<file path="src/rtl/led_toggle_pkg.sv">
// rtl/led_toggle_pkg.sv - state encoding and LED decode for the two-press LED toggle FSM
package led_toggle_pkg;

   typedef enum logic [2:0] {
      ST_IDLE = 3'd0,
      ST_S0   = 3'd1,
      ST_S1   = 3'd2,
      ST_ON   = 3'd3,
      ST_F0   = 3'd4,
      ST_F1   = 3'd5
   } state_t;

   // LED is lit in every state of the turn-off half of the sequence
   function automatic logic led_on(input state_t s);
      return (s == ST_ON) || (s == ST_F0) || (s == ST_F1);
   endfunction

endpackage

</file>
<file path="src/rtl/led_toggle_fsm.sv">
// rtl/led_toggle_fsm.sv - Moore FSM: two C presses light the LED, two B presses clear it, A aborts
module led_toggle_fsm
   import led_toggle_pkg::*;
(
   input  logic CLK,
   input  logic RST,
   input  logic A,
   input  logic B,
   input  logic C,
   output logic LED
);

   state_t r_state;
   state_t w_next;

   always_ff @(posedge CLK) begin
      if (RST) begin
         r_state <= ST_IDLE;
      end else begin
         r_state <= w_next;
      end
   end

   always_comb begin
      w_next = ST_IDLE;
      if (A) begin
         w_next = ST_IDLE;
      end else begin
         case (r_state)
            ST_IDLE: w_next = C ? ST_S0 : ST_IDLE;
            ST_S0:   w_next = C ? ST_S0 : ST_S1;
            ST_S1:   w_next = C ? ST_ON : ST_S1;
            ST_ON:   w_next = B ? ST_F0 : ST_ON;
            ST_F0:   w_next = B ? ST_F0 : ST_F1;
            ST_F1:   w_next = B ? ST_IDLE : ST_F1;
            // unused encodings recover to IDLE
            default: w_next = ST_IDLE;
         endcase
      end
   end

   assign LED = led_on(r_state);

endmodule

</file>
<file path="config.mk">
export PLATFORM = sky130hd
export DESIGN_NAME = led_toggle_fsm
export DESIGN_NICKNAME = d
export VERILOG_FILES = /design/src/rtl/led_toggle_pkg.sv /design/src/rtl/led_toggle_fsm.sv
export SDC_FILE = /design/constraint.sdc
export NUM_CORES = 1
export LEC_CHECK = 0
export ABC_AREA = 1
export BUFFER_PORTS_ARGS = -buffer_cell sky130_fd_sc_hd__buf_2
export CAP_MARGIN = 20
export CORE_AREA = 5 5 42 44
export CTS_BUF_LIST = sky130_fd_sc_hd__clkbuf_16
export CTS_CLUSTER_SIZE = 30
export DETAILED_ROUTE_END_ITERATION = 10
export DIE_AREA = 0 0 47 49
export GPL_TIMING_DRIVEN = 0
export PLACE_DENSITY = 0.35
export SETUP_SLACK_MARGIN = 0.15
export SLEW_MARGIN = 20
export SYNTH_ARGS = -nofsm -noshare
export SYNTH_HDL_FRONTEND = slang
export SYNTH_SLANG_ARGS = --single-unit
</file>
<file path="constraint.sdc">
create_clock -name CLK -period 1 [get_ports CLK]
set_input_delay 0.1 -clock CLK [delete_from_list [all_inputs] [get_ports CLK]]
set_output_delay 0.1 -clock CLK [all_outputs]
set_load 0.1 [all_outputs]
</file>
# --- Word-level counts from Yosys, hierarchy flattened ---
# Index checks and enable logic that the tools add are counted.
classes:
  shifts: 0
  n_eq_ne: 5
  n_reduce_logical: 4
  muxes: 7
  n_bitwise: 0
  order_cmp: 0
  div_mod_pow: 0
  add_sub_neg: 0
  mul: 0
op_table:
  columns: ["op", "n"]
  rows:
  - ["3-bit case mux with 6 select lines", 1]
  - ["3-bit by 2-bit == test with 1-bit output, second input constant", 2]
  - ["3-bit == test, second input constant", 2]
  - ["3-bit 2-to-1 mux", 2]
  - ["3-bit by 1-bit == test with 1-bit output, second input constant", 1]
  - ["3-bit zero test", 1]
  - ["1-bit 2-to-1 mux", 3]
  - ["1-bit logical OR", 2]
  - ["2-bit 2-to-1 mux", 1]
  - ["2-bit OR reduction", 1]
totals:
  in_bits: 5
  ff_bits: 3
  latchBits: 0
  mem_bits_ro: 0
  out_inout_bits: 1
  elab_cells: 17
  mem_bits_rw: 0
  n_memories: 0

# --- Longest topological paths before layout ---
logic_depth:
  ltp_word: 3
  depth_mapped: 4
  depth_no_buf: 4

# --- Worst setup path before layout ---
# Ideal clock, no wire load.
synth_path:
  kind: "flip-flop to output port"
  start: "register r_state[1]"
  end: "output port LED"
  stages_incl_launch_ff: 5
  required_time_ns: 0.900
  path_buffers: 0
  setup_slack_ns: -0.218
  t_arrival_ns: 1.118
  path_cell_list: "dfxtp_1 nand2_2 nand2_2 nand2_1 inv_1"
synth_between:
  elab_chain_cells: 3
  word_cells_on_any_way: 5
  cone_classes: "eq/ne (3); reduce/logical (2)"
synth_lines:
  columns: ["item", "line_no", "text"]
  rows:
  - ["from (decl)", "led_toggle_fsm.sv:13", "state_t r_state;"]
  - ["from (signal assigned)", "led_toggle_fsm.sv:20", "r_state <= w_next;"]
  - ["3-bit by 2-bit == test with 1-bit output or 3-bit == test (tied branches)", "led_toggle_pkg.sv:15", "return (s == ST_ON) || (s == ST_F0) || (s == ST_F1);"]
  - ["1-bit logical OR", "led_toggle_pkg.sv:15", null]
  - ["1-bit logical OR (*)", "led_toggle_pkg.sv:15", null]
  - ["to (decl)", "led_toggle_fsm.sv:10", "output logic LED"]
# Mark *: on every way between the ends. The rest lies on a longest branch, timed or not.

# --- Final worst setup path ---
# Same ends and word-level chain as after synthesis.

==> out/qor.yml <==
dp_cells: 46
top_regs: "r_state (3)"
hold_violations: 0
whs_ns: 0.156
tritoncts: "yes"
design_area_sq_um: 377
vias_per_cell: 3.87
cpPeakStageDelay_ns: 0.36
ant_nets: 0
synth-seq-area-share: 0.356
pwr-share-comb: 0.043
dpl-instance-area_sq_um: 224
drc_errors: 0
synthesis.area_sq_um: 169
fin_nets: 42
htree_levels: 1
p_leak_nw: 0.179
sequentialPowerShare: 0.162
crit_required_ns: 0.90
crit_buf_inv: 2
rsz0062_at_grt: "yes"
min-delay-path-class: "primary input to register"
synth_cell_types: 11
io_buffer_count: 5
reg2reg_depth: 5
nFillCells: 159
layout-drive-gt1-share: 0.694
routed_wl_um: 483
track_usage: 0.0443
p_switching_mw: 0.118
clk_pin_slew_ns: 0.03
worst_pin_slew_ns: 0.251
ios: 6
swShare: 0.154
cp.arrival_ns: 1.03
powerDensity_nw_per_um2: 2040
grt_pass1_vias: 187
p_clk_frac: 0.795
synth_cells: 25
grt_max_degree: 5
clock-sinks: 3
cp_max_fo: 4
fin_crit_sh: 1.13
clk_path_buf_depth: 2
start_kind: "register"
path_delay_family: "flip-flops"
rows: 14
min_period_ns: 1.13
fin_ws_ns: -0.128
maxCapViolCount: 0
cts_inserted_buffers: 3
area_growth_pct: 123
ys_ff_latch: 3
worst_slew_margin_rel: 0.832
outcome: "finished with violations"
n_antenna_cell: 0
vias: 201
cp-end-kind: "primary output"
drt_pass1_iterations: 5
p_total_mw: 0.769
synthTopCellsByArea: "dfxtp_1 36%, inv_1 11%, nand2_1 11%, nand3_1 8.9%, nand2_2 7.4%"
initial_core_util: 0.121
path_class: "register to primary output"
grt_first_pass_wirelength_um: 696
path_depth: 5
p_int_mw: 0.651
clock.fmax_ghz: 0.887
finalClockSkew_ns: 0.000273
wl_per_cell_um: 9.29
crit_top_cell: "nand2_4"
crit_chain: "nand2_4, nand2_4, nand2_4, clkinvlp_4, buf_12"
ys_warn_count: 0
yosys.area.top_type: "dfxtp_1"
cts_root_buf: "clkbuf_16"
core_area_sq_um: 1400
final_cell_count_no_fill: 52
syn_avg_cell_area_sq_um: 6.76
whs_path_depth: 4
fp.dieH_um: 49
cp_slowest_cell: "dfxtp_4"
violations: "negative setup slack"
fp.dieW_um: 47
synth_nets: 30
grt_antenna_before_repair: 0
grt_overflow: 0
dieArea_sq_um: 2300
ctsHoldBuffers: 0
finalMaxSlewViolations: 0
max-vdd-ir-drop_mv: 1.19
drt-initial-drc-count: 3
top_register: "r_state"
clk_latency_ns: 0.22
synth_top_area_frac: 0.356
routabilityCongestion: 0.779
largest_reg_flops: 3
setup_viol: 1
-- kinds of logic (layout without fill, tap and decap cells) --
kind of cell    after synthesis  count (layout)  synth area share
simple gates                 14              14             0.422
buf+inv                       5              16             0.111
compound gates                3               3             0.111
flops                         3               3             0.356
-- power by group through the flow --
stage / Clock (mW) / Combinational [mW] / Sequential [mW]
floorplan: 0 / 0.0160 / 0.127
CTS: 0.626 / 0.0286 / 0.126
detailed placement: 0 / 0.0268 / 0.127
global route: 0.649 / 0.0362 / 0.125
finish: 0.611 / 0.0329 / 0.125
global placement: 0 / 0.0266 / 0.127
-- per-layer routing --
| layer | global-route usage | vias up | wire, um |
|---|---|---|---|
| met4 | 0.0553 | 0 | 8 |
| met3 | 0.0111 | 2 | 18 |
| li1 | - | 101 | - |
| met1 | 0.0438 | 93 | 192 |
| met2 | 0.0633 | 5 | 264 |
| met5 | 0 | - | 0 |
-- worst reg2reg max path, delay by kind of cell (launching register included) --
family	cells	cell delay [ns]
buffers and inverters	3	0.31
flip-flops	1	0.34
AO/OA/AOI/OAI	1	0.10
AND/OR/NAND/NOR	1	0.05
-- cells in the final DEF (no fill, tap or decap) --
| cell type | count |
|---|---|
| nor2_1 | 2 |
| clkinvlp_4 | 1 |
| nand2_4 | 4 |
| nand3_1 | 2 |
| o21ai_2 | 1 |
| nand3b_1 | 1 |
| nand2_1 | 2 |
| dfxtp_2 | 2 |
| a21oi_2 | 2 |
| clkbuf_16 | 3 |
| buf_6 | 1 |
| buf_4 | 1 |
| nand2_2 | 1 |
| nand3_2 | 2 |
| buf_12 | 1 |
| inv_2 | 1 |
| inv_1 | 4 |
| buf_2 | 4 |
| dfxtp_4 | 1 |
-- synthesized netlist by cell type (all sizes together) --
cell type / count
nand2: 7
inv: 5
nand3: 4
dfxtp: 3
a21oi: 2
nor2: 2
nand3b: 1
o21ai: 1
-- final timing paths --
kind,startpoint,end,slack [ns]
max,r_state[1]$_SDFF_PP0_,LED,-0.13
min,A,r_state[0]$_SDFF_PP0_,0.16
max reg2reg,r_state[2]$_SDFF_PP0_,r_state[2]$_SDFF_PP0_,0.09
min reg2reg,r_state[0]$_SDFF_PP0_,r_state[1]$_SDFF_PP0_,0.53
-- metrics by stage --
stage	setup WS [ns]	utilization	setup TNS [ns]
6_report	-0.128	0.269	-0.128
4_1_cts	-0.132	0.234	-0.132
3_5_place_dp	-0.130	0.160	-0.130
2_1_floorplan	-0.0158	-	-0.0158
5_1_grt	-0.169	0.269	-0.169
3_3_place_gp	-0.142	0.160	-0.142
-- final cells by class --
| cell class | count | area [sq um] | share of cell area |
|---|---|---|---|
| well taps | 16 | 20.0 | 0.0532 |
| repair buffers | 7 | 58.8 | 0.156 |
| flip-flops and latches | 3 | 66.3 | 0.176 |
| inverters | 5 | 22.5 | 0.0598 |
| multi-input cells | 17 | 130 | 0.346 |
| clock inverters | 1 | 3.75 | 0.00997 |
| clock buffers | 3 | 75.1 | 0.199 |
-- timing repair --
| item | CTS | global route |
|---|---|---|
| pin swaps | 0 | 5 |
| setup buffers | 1 | 1 |
| endpoints found under the setup margin | 1 | 3 |
| resized for setup | 6 | 11 |
Note: power is estimated with default switching activity, not from simulation.
